## src/rtl/spi_pkg.sv

```systemverilog
// Shared types and SPI mode constants for the SPI master.
// Optional MISO capture is enabled with SPI_MASTER_MISO_CAPTURE_EN.
package spi_pkg;

    typedef enum logic [2:0] {
        IDLE,
        SETUP,
        XFER,
        HOLD,
        GAP
    } state_t;

    localparam logic CPOL = 1'b0;
    localparam logic CPHA = 1'b0;

endpackage

```

## src/rtl/spi_clk_gen.sv

```systemverilog
// SCLK divider: CLK_DIV-cycle phase counter, SCLK register and edge strobes.
// Counter runs whenever en is high; SCLK toggles only while run is high.
module spi_clk_gen
    import spi_pkg::*;
#(
    parameter int CLK_DIV = 4
) (
    input  logic clk,
    input  logic rst,
    input  logic en,
    input  logic run,
    output logic tick,
    output logic rise_tick,
    output logic fall_tick,
    output logic sclk
);

    localparam int CW = (CLK_DIV > 1) ? $clog2(CLK_DIV) : 1;

    logic [CW-1:0] cnt;
    logic          sclk_q;

    assign tick = (cnt == CW'(CLK_DIV - 1));

    always_ff @(posedge clk) begin
        if (rst || !en) begin
            cnt <= '0;
        end else if (tick) begin
            cnt <= '0;
        end else begin
            cnt <= cnt + CW'(1);
        end
    end

    always_ff @(posedge clk) begin
        if (rst || !run) begin
            sclk_q <= CPOL;
        end else if (tick) begin
            sclk_q <= ~sclk_q;
        end
    end

    // leading edge leaves the idle level, trailing edge returns to it
    assign rise_tick = run && tick && (sclk_q == CPOL);
    assign fall_tick = run && tick && (sclk_q != CPOL);
    assign sclk      = sclk_q;

endmodule

```

## src/rtl/spi_master.sv

```systemverilog
// Mode-0 SPI master: one DATA_W-bit frame per accepted tx request.
// Define SPI_MASTER_MISO_CAPTURE_EN to capture MISO into rx_data.
module spi_master
    import spi_pkg::*;
#(
    parameter int DATA_W  = 16,
    parameter int CLK_DIV = 4
) (
    input  logic              clk,
    input  logic              rst,
    input  logic              tx_valid,
    output logic              tx_ready,
    input  logic [DATA_W-1:0] tx_data,
    output logic              rx_valid,
    output logic [DATA_W-1:0] rx_data,
    output logic              busy,
    output logic              SCLK,
    output logic              MOSI,
    output logic              SS,
    input  logic              MISO
);

    localparam int BW = $clog2(DATA_W);

    state_t            state_q;
    state_t            state_d;
    logic [BW-1:0]     bit_cnt;
    logic [DATA_W-1:0] shreg;
    logic              rx_valid_q;
    logic              tick;
    logic              rise_tick;
    logic              fall_tick;
    logic              sample_tick;
    logic              shift_tick;
    logic              last_bit;

    spi_clk_gen #(
        .CLK_DIV(CLK_DIV)
    ) u_clk_gen (
        .clk      (clk),
        .rst      (rst),
        .en       (state_q != IDLE),
        .run      (state_q == XFER),
        .tick     (tick),
        .rise_tick(rise_tick),
        .fall_tick(fall_tick),
        .sclk     (SCLK)
    );

    assign sample_tick = CPHA ? fall_tick : rise_tick;
    assign shift_tick  = CPHA ? rise_tick : fall_tick;
    assign last_bit    = (bit_cnt == BW'(DATA_W - 1));

    always_ff @(posedge clk) begin
        if (rst) begin
            state_q <= IDLE;
        end else begin
            state_q <= state_d;
        end
    end

    always_comb begin
        state_d = state_q;
        unique case (state_q)
            IDLE:    if (tx_valid) state_d = SETUP;
            SETUP:   if (tick) state_d = XFER;
            XFER:    if (shift_tick && last_bit) state_d = HOLD;
            HOLD:    if (tick) state_d = GAP;
            GAP:     if (tick) state_d = IDLE;
            default: state_d = IDLE;
        endcase
    end

    always_ff @(posedge clk) begin
        if (rst) begin
            shreg      <= '0;
            bit_cnt    <= '0;
            rx_valid_q <= 1'b0;
        end else begin
            rx_valid_q <= (state_q == HOLD) && tick;
            if (state_q == IDLE) begin
                bit_cnt <= '0;
                if (tx_valid) begin
                    shreg <= tx_data;
                end
            end else if (state_q == XFER && shift_tick && !last_bit) begin
                shreg   <= {shreg[DATA_W-2:0], 1'b0};
                bit_cnt <= bit_cnt + BW'(1);
            end
        end
    end

`ifdef SPI_MASTER_MISO_CAPTURE_EN
    logic [DATA_W-1:0] rx_shift;
    logic [DATA_W-1:0] rx_data_q;

    always_ff @(posedge clk) begin
        if (rst) begin
            rx_shift  <= '0;
            rx_data_q <= '0;
        end else begin
            if (state_q == XFER && sample_tick) begin
                rx_shift <= {rx_shift[DATA_W-2:0], MISO};
            end
            if (state_q == HOLD && tick) begin
                rx_data_q <= rx_shift;
            end
        end
    end

    assign rx_data = rx_data_q;
`else
    logic unused_ok;
    assign unused_ok = ^{MISO, sample_tick};
    assign rx_data   = '0;
`endif

    assign tx_ready = (state_q == IDLE);
    assign busy     = (state_q != IDLE);
    assign SS       = (state_q == IDLE) || (state_q == GAP);
    assign MOSI     = shreg[DATA_W-1];
    assign rx_valid = rx_valid_q;

endmodule

```

## config.mk

```make
export PLATFORM = sky130hd
export DESIGN_NAME = spi_master
export DESIGN_NICKNAME = d
export VERILOG_FILES = /design/src/rtl/spi_pkg.sv /design/src/rtl/spi_clk_gen.sv /design/src/rtl/spi_master.sv
export SDC_FILE = /design/constraint.sdc
export NUM_CORES = 1
export LEC_CHECK = 0
export ABC_CLOCK_PERIOD_IN_PS = 2400
export BUFFER_PORTS_ARGS = -buffer_cell sky130_fd_sc_hd__buf_2
export CAP_MARGIN = 15
export CELL_PAD_IN_SITES_DETAIL_PLACEMENT = 0
export CELL_PAD_IN_SITES_GLOBAL_PLACEMENT = 1
export CORE_AREA = 5 5 68 70
export CTS_CLUSTER_DIAMETER = 120
export CTS_CLUSTER_SIZE = 24
export DETAILED_ROUTE_END_ITERATION = 10
export DIE_AREA = 0 0 73 75
export GPL_ROUTABILITY_DRIVEN = 0
export PLACE_DENSITY = 0.83
export SLEW_MARGIN = 15
export SYNTH_ARGS = -nofsm -noshare
export SYNTH_HDL_FRONTEND = slang
export SYNTH_SLANG_ARGS = --single-unit
```

## constraint.sdc

```tcl
create_clock -name clk -period 2.4 [get_ports clk]
set_input_delay 0.12 -clock clk [delete_from_list [all_inputs] [get_ports clk]]
set_output_delay 0.12 -clock clk [all_outputs]
set_load 0.005 [all_outputs]
```

==> results of run 1 <==
## cells in the final DEF, fill, tap and decap left out
cell type | netlist | routed
or2_2 | 1 | 1
a21oi_1 | 3 | 3
nor2_2 | 5 | 5
or4_1 | 1 | 1
nor3b_1 | 1 | 1
nor2_1 | 20 | 20
or4b_1 | 1 | 1
nand2_1 | 4 | 4
nand4b_1 | 1 | 1
dfxtp_1 | 27 | 27
xor2_1 | 3 | 3
mux2i_1 | 16 | 16
ha_1 | 2 | 2
buf_4 | 18 | 2
xnor2_1 | 2 | 2
nand3b_1 | 1 | 1
inv_1 | 2 | 2
clkbuf_8 | 0 | 3
a211oi_2 | 15 | 15
nor3_2 | 0 | 1
o31ai_4 | 1 | 1
clkbuf_1 | 4 | 1
nand3_1 | 3 | 3
and3_1 | 1 | 1
nor4_1 | 1 | 1
conb_1 | 1 | 16
buf_2 | 1 | 24
or3_1 | 1 | 1
or3b_4 | 1 | 1
nor3_1 | 5 | 4
## kinds of logic (layout without fill, tap and decap cells)
group,Yosys count,in the layout
AND/OR/NAND/NOR,47,47
buffers and inverters,28,32
flip-flops,27,27
AO/OA/AOI/OAI,19,19
multiplexers,16,16
XOR/XNOR,5,5
adder cells (fa/ha/maj),2,2
other,1,16
## flip-flops by register name, indices dropped and copies added, names as in the netlist
name	flops
state_q	3
bit_cnt	4
u_clk_gen.cnt	2
shreg	16
rx_valid	1
u_clk_gen.sclk	1
## metal layers
| metal | vias to the layer above | part of all wire | wire [um] |
|---|---|---|---|
| met3 | 0 | 0.075 | 167 |
| met2 | 25 | 0.44 | 979 |
| met4 | 0 | 0 | 0 |
| met1 | 418 | 0.49 | 1089 |
| met5 | - | 0 | 0 |
| li1 | 502 | - | - |
## worst min-delay path, delay by kind of cell
family / cells / cell delay [ns]
AND/OR/NAND/NOR: 1 / 0.06
AO/OA/AOI/OAI: 1 / 0.06
buffers and inverters: 1 / 0.10
## power groups by stage
stage | Sequential, W | Combinational [W] | Clock, W
5_1_grt | 0.000492 | 0.000159 | 0.000273
2_1_floorplan | 0.000496 | 0.000134 | 0
3_3_place_gp | 0.000499 | 0.000139 | 0
6_report | 0.000488 | 0.000139 | 0.000246
3_5_place_dp | 0.000499 | 0.000141 | 0
4_1_cts | 0.000489 | 0.000141 | 0.000261
## worst max-delay path by stage
stage                                 from  slack [ns]  depth (start not counted)         end
after floorplan           u_clk_gen.cnt[0]        0.76                          6  bit_cnt[2]
after global placement          state_q[1]        0.55                          5    shreg[5]
after detailed placement        state_q[1]        0.53                          5   shreg[15]
after CTS                       state_q[1]        0.51                          5   shreg[15]
after global routing            state_q[1]        0.36                          5    shreg[5]
final                           state_q[1]        0.54                          5    shreg[6]
## final cells by class
class | instances | area share
sequential | 27 | 0.3492
multi-input combinational | 105 | 0.4891
timing repair buffer | 26 | 0.08731
clock buffer | 4 | 0.02910
inverter | 2 | 0.004850
tap | 50 | 0.04042
## metrics by stage
stage | hold WS (ns) | cell area, um^2 | setup WS (ns) | instances | total power (W)
floorplan | 0.2719 | 1489 | 0.7562 | 160 | 0.0006298
global placement | 0.3997 | 1503 | 0.5451 | 210 | 0.0006378
detailed placement | 0.3976 | 1503 | 0.5292 | 210 | 0.0006403
CTS | 0.1088 | 1548 | 0.5095 | 214 | 0.0008912
global route | 0.1361 | 1548 | 0.3559 | 214 | 0.0009236
finish | 0.1184 | 1548 | 0.5369 | 214 | 0.0008725
==> results.toml, run 1 <==
[status]
status = "complete, no violations"

[pwr]
p_seq_frac = 0.560
leakagePower_nw = 0.6793
powerDensity_nw_per_um2 = 563.7
worst_ir_drop_vdd_mv = 0.2190
p_sw_w = 0.0002184
clkPwrFrac = 0.281
internal-power_w = 0.0006541
switching_share = 0.2503
comb_power_share = 0.159

[synth]
synthXorXnorAreaFrac = 0.03057
yosysUniqueCellTypes = 29
synthTopCellsByCount = "dfxtp_1, nor2_1, buf_4"
yosysTopAreaCellShare = 0.3773
synthAdderAreaFrac = 0.01747
syn_area_per_cell_um2 = 9.880
yosysTopAreaCell = "dfxtp_1"
synth_top_family_by_area = "simple AND/OR/NAND/NOR gates"
synth_edf_count = 0
syn_inst = 145
synth_simple_gate_area_frac = 0.1668
ys.flop_type = "dfxtp_1"
ys_seq_elements = 27
synth_area_um2 = 1433
yosysMostFrequentCell = "dfxtp_1"
yosysWarnings = 0
async_flop_share = 0
yosysSeqAreaShare = 0.3773
synth-compound-area-share = 0.1563
ys_top_cells_by_area = "dfxtp_1, a211oi_2, mux2i_1"
muxShareOfSynthArea = 0.1118

[worst_hold_path]
worstHoldEndpoint = "shreg[0]"
hold_class = "input port to flop"
hold_start = "tx_data[0]"
holdPathStages = 3

[final_layout]
nets = 187
ff_latch_area_um2 = 540.5
finalCoreUtilization = 0.3955
syn_to_final_growth_pct = 8.035
n_antenna_cell = 0
multi_input_area_um2 = 757.0
layout-drive-gt1-share = 0.3232
fill_cells = 419

[critical_path]
timing.rr.start = "state_q[1]"
crit_required_ns = 2.59
path_cells = "or3b_4 > o31ai_4 > buf_4 > nor2_1 > a211oi_2"
worstRegToRegCells = 5
cp_max_fo = 30
r2r_slack_ns = 0.54
cp_slowest_cell = "dfxtp_1"
path_class = "flop to flop"
crit_family = "simple AND/OR/NAND/NOR gates"
startpoint_type = "flop"
end_kind = "flop"
slowest_delay_ns = 0.49
cp_num_buf_inv = 1
r2r-end = "shreg[6]"
crit_arrival_ns = 2.05

[die]
pin_count = 42
dieArea_um2 = 5475
row_count = 23
die_y_um = 75
die_width_um = 73
coreArea_um2 = 3914
start_util = 0.3660

[clock_network]
post_cts_buffers = 0
clock-root-buffer = "clkbuf_8"
htree_levels = 1
cts.clk_slew.worst_paths_ns = 0.09
cts_hold_buf = 0
cts.sinks = 27
clk_path_buf_depth = 2
cts_buffers = 3
ctsResizeCount = 0
cts_tree = "done"
clk_latency_ns = 0.26

[global_routing]
grtUsageMet2 = 0.1450
grt_pass1_wl_um = 3795
antenna_found_initial = 0
grt_busiest_layer = "met2"
use_met1 = 0.1084
grt_pass1_vias = 945
grt-ovfl-total = 0
grt_usage = 0.08522
grt_max_degree = 31
gr-usage-met3 = 0.01869

[routing]
wl_per_cell_um = 10.45
first_pass_iters = 4
wirelength_um = 2236
via_count = 945
vias_per_cell = 4.416
ant_nets = 0
drt_iter0_markers = 37
drc = 0

[sta]
fin_crit_sh = 0.7763
max_freq_mhz = 536.7
fin_crit_ns = 1.863
slew_violations = 0
finalSetupTns_ns = 0
setup-violations-final = 0
hold_viol = 0
rsz0062_at_grt = "no"
fin_skew_ns = 0.002743

[run]
drv_cap = 0

[placement]
hpwlAfterDp_um = 1684
portBuffers = 24
No activity file was read; power rests on OpenSTA's default activity.
==> inputs of run 2 (changes only) <==
--- a/config.mk
+++ b/config.mk
@@ -5,18 +5,19 @@
 export SDC_FILE = /design/constraint.sdc
 export NUM_CORES = 1
 export LEC_CHECK = 0
-export ABC_CLOCK_PERIOD_IN_PS = 2400
+export ABC_AREA = 1
+export ABC_CLOCK_PERIOD_IN_PS = 1500
 export BUFFER_PORTS_ARGS = -buffer_cell sky130_fd_sc_hd__buf_2
 export CAP_MARGIN = 15
 export CELL_PAD_IN_SITES_DETAIL_PLACEMENT = 0
 export CELL_PAD_IN_SITES_GLOBAL_PLACEMENT = 1
-export CORE_AREA = 5 5 68 70
+export CORE_AREA = 5 5 76 78
 export CTS_CLUSTER_DIAMETER = 120
 export CTS_CLUSTER_SIZE = 24
 export DETAILED_ROUTE_END_ITERATION = 10
-export DIE_AREA = 0 0 73 75
+export DIE_AREA = 0 0 81 83
 export GPL_ROUTABILITY_DRIVEN = 0
-export PLACE_DENSITY = 0.83
+export PLACE_DENSITY = 0.8
 export SLEW_MARGIN = 15
 export SYNTH_ARGS = -nofsm -noshare
 export SYNTH_HDL_FRONTEND = slang
==> constraint.sdc (replaced) <==
create_clock -name clk -period 1.5 [get_ports clk]
set_input_delay 0.075 -clock clk [delete_from_list [all_inputs] [get_ports clk]]
set_output_delay 0.075 -clock clk [all_outputs]
set_load 0.005 [all_outputs]
==> run 2 against run 1 <==
Worst setup slack worse by 0.44 ns. Clock power is 71% higher. Non-clock buffer count is 7 higher. Sequential power is 100% higher. Die area is 23% higher. Highest routed layer is now met4. Register-to-register slack worse by 0.40 ns. Sequential share of layout area is 5.0 points lower. Final area is 17% higher.
==> results.toml, run 2 <==
[final_layout]
fill_cells = 564
layout-drive-gt1-share = 0.1922
n_antenna_cell = 0
layout_commonest_cell = "nand2_1"
largest_register = "shreg"
final_cell_mix = "nand2_1, dfxtp_1, buf_2, a21oi_1, nor2_1"
syn_to_final_growth_pct = 13.76
multi_input_area_um2 = 848.3
top_regs = "shreg: 16 flops, bit_cnt: 4 flops, state_q: 3 flops"
finalCoreUtilization = 0.3614
largest_reg_flops = 16
ff_latch_area_um2 = 541.8
nets = 278

[pwr]
worst_ir_drop_vdd_mv = 0.7512
leakagePower_nw = 0.8991
power.total_w = 0.002639
comb_power_share = 0.466
p_sw_w = 0.001072
p_seq_frac = 0.375
powerDensity_nw_per_um2 = 1458
clkPwrFrac = 0.159
switching_share = 0.4062
internal-power_w = 0.001567

[routing]
first_pass_iters = 4
drt_iter0_markers = 60
via_count = 1381
ant_nets = 0
vias_per_cell = 4.249
wl_per_cell_um = 10.10
wirelength_um = 3281
drc = 0

[critical_path]
end_kind = "output pin"
path_class = "flop to output pin"
cp_max_fo = 11
crit_required_ns = 1.42
startpoint_type = "flop"
crit_arrival_ns = 1.33

[global_routing]
grt_max_degree = 32
grt_pass1_vias = 1225
grt_usage = 0.09578
antenna_found_initial = 0
grt_pass1_wl_um = 5340
grt-ovfl-total = 0

[synth]
yosysWarnings = 0
ys_seq_elements = 27
synth_edf_count = 0
syn_area_per_cell_um2 = 6.980
yosysUniqueCellTypes = 25
synthTopCellsByCount = "nand2_1, dfxtp_1, a21oi_1, nor2_1, buf_4"
yosysSeqAreaShare = 0.3396
yosysMostFrequentCell = "nand2_1"
ys_top_cells_by_area = "dfxtp_1, nand2_1, buf_4"
synth_area_um2 = 1592
yosysTopAreaCellShare = 0.3396
yosysTopAreaCell = "dfxtp_1"
syn_inst = 228
ys.flop_type = "dfxtp_1"
async_flop_share = 0

[sta]
fin_crit_sh = 0.9348
finalSetupTns_ns = 0
hold_viol = 0
rsz0062_at_grt = "no"
setup-violations-final = 0
max_freq_mhz = 713.2
fin_skew_ns = 0.005518
slew_violations = 0
fin_crit_ns = 1.402

[run]
drv_cap = 0

[die]
coreArea_um2 = 5010
die_y_um = 83
dieArea_um2 = 6723
start_util = 0.3177
row_count = 26
pin_count = 42
die_width_um = 81

[clock_network]
cts.clk_slew.worst_paths_ns = 0.09
htree_levels = 1
cts_buffers = 3
clk_latency_ns = 0.27
clock-root-buffer = "clkbuf_8"
post_cts_buffers = 0
cts_tree = "done"
cts.sinks = 27
clk_path_buf_depth = 2
cts_hold_buf = 0

[status]
status = "complete, no violations"

[worst_hold_path]
hold_class = "input port to flop"

[placement]
hpwlAfterDp_um = 2272
portBuffers = 24
[run 2: path summary, 6_finish.rpt]
path | from | endpoint | slack, ns | cells after the start
max | state_q[1] | tx_ready | 0.1 | 5
min | rst | rx_valid | 0.04 | 2
max reg2reg | u_clk_gen.cnt[0] | bit_cnt[1] | 0.14 | 8
min reg2reg | u_clk_gen.cnt[0] | u_clk_gen.cnt[0] | 0.44 | 1
[run 2: power groups by stage]
| stage | registers (W) | logic, W | clock network [W] |
|---|---|---|---|
| finish | 0.000989 | 0.00123 | 0.000420 |
| global route | 0.00101 | 0.00142 | 0.000476 |
| CTS | 0.000990 | 0.00125 | 0.000442 |
| floorplan | 0.000988 | 0.00107 | 0 |
| detailed placement | 0.00101 | 0.00125 | 0 |
| global placement | 0.000999 | 0.00124 | 0 |
[run 2: worst max-delay path, stage by stage (launching register included)]
cell     delay [ns]
dfxtp_1        0.38
nor2_4         0.19
nand2_4        0.08
inv_6          0.09
buf_4          0.18
buf_2          0.13
[run 2: timing repair]
item                                   4_1_cts  5_1_grt
gates resized for setup                      0        2
endpoints found under the hold margin        0        0
setup endpoints to repair                    0        7
[run 2: cells by family (layout without fill, tap and decap cells)]
kind of cell               after synthesis  after routing  share of synthesized area
and+or+nand+nor                        136            136                     0.4002
buffers and inverters                   38             50                     0.1643
AOI/OAI and AO/OA                       23             23                    0.07233
adders and majority gates                2              2                    0.01572
other                                    1             16                   0.002356
DFF                                     27             27                     0.3396
xor gates and xnor gates                 1              1                   0.005504
[run 2: cell type report]
| class | count | area share |
|---|---|---|
| Multi-Input combinational cell | 178 | 0.4686 |
| Sequential cell | 27 | 0.2992 |
| Timing Repair Buffer | 33 | 0.1272 |
| Tap cell | 70 | 0.04838 |
| Inverter | 13 | 0.02972 |
| Clock buffer | 3 | 0.02281 |
| Clock inverter | 1 | 0.004147 |
[run 2: per-stage QoR]
step / instances / instance area [um^2] / worst slack [ns] / hold WS (ns)
finish: 325 / 1810 / 0.09786 / 0.03903
floorplan: 243 / 1648 / 0.1572 / 0.1441
detailed placement: 320 / 1733 / 0.1269 / 0.3306
global route: 325 / 1810 / 0.007767 / 0.03889
global placement: 320 / 1733 / 0.1403 / 0.3306
CTS: 324 / 1782 / 0.07531 / 0.03996
[run 2: layer usage]
layer  track usage  part of all wire  vias up
met5             0                 0        -
met4       0.03687             0.011        0
met3       0.01732             0.050        2
met2        0.1509              0.46       30
met1        0.1278              0.48      606
li1              -                 -      743
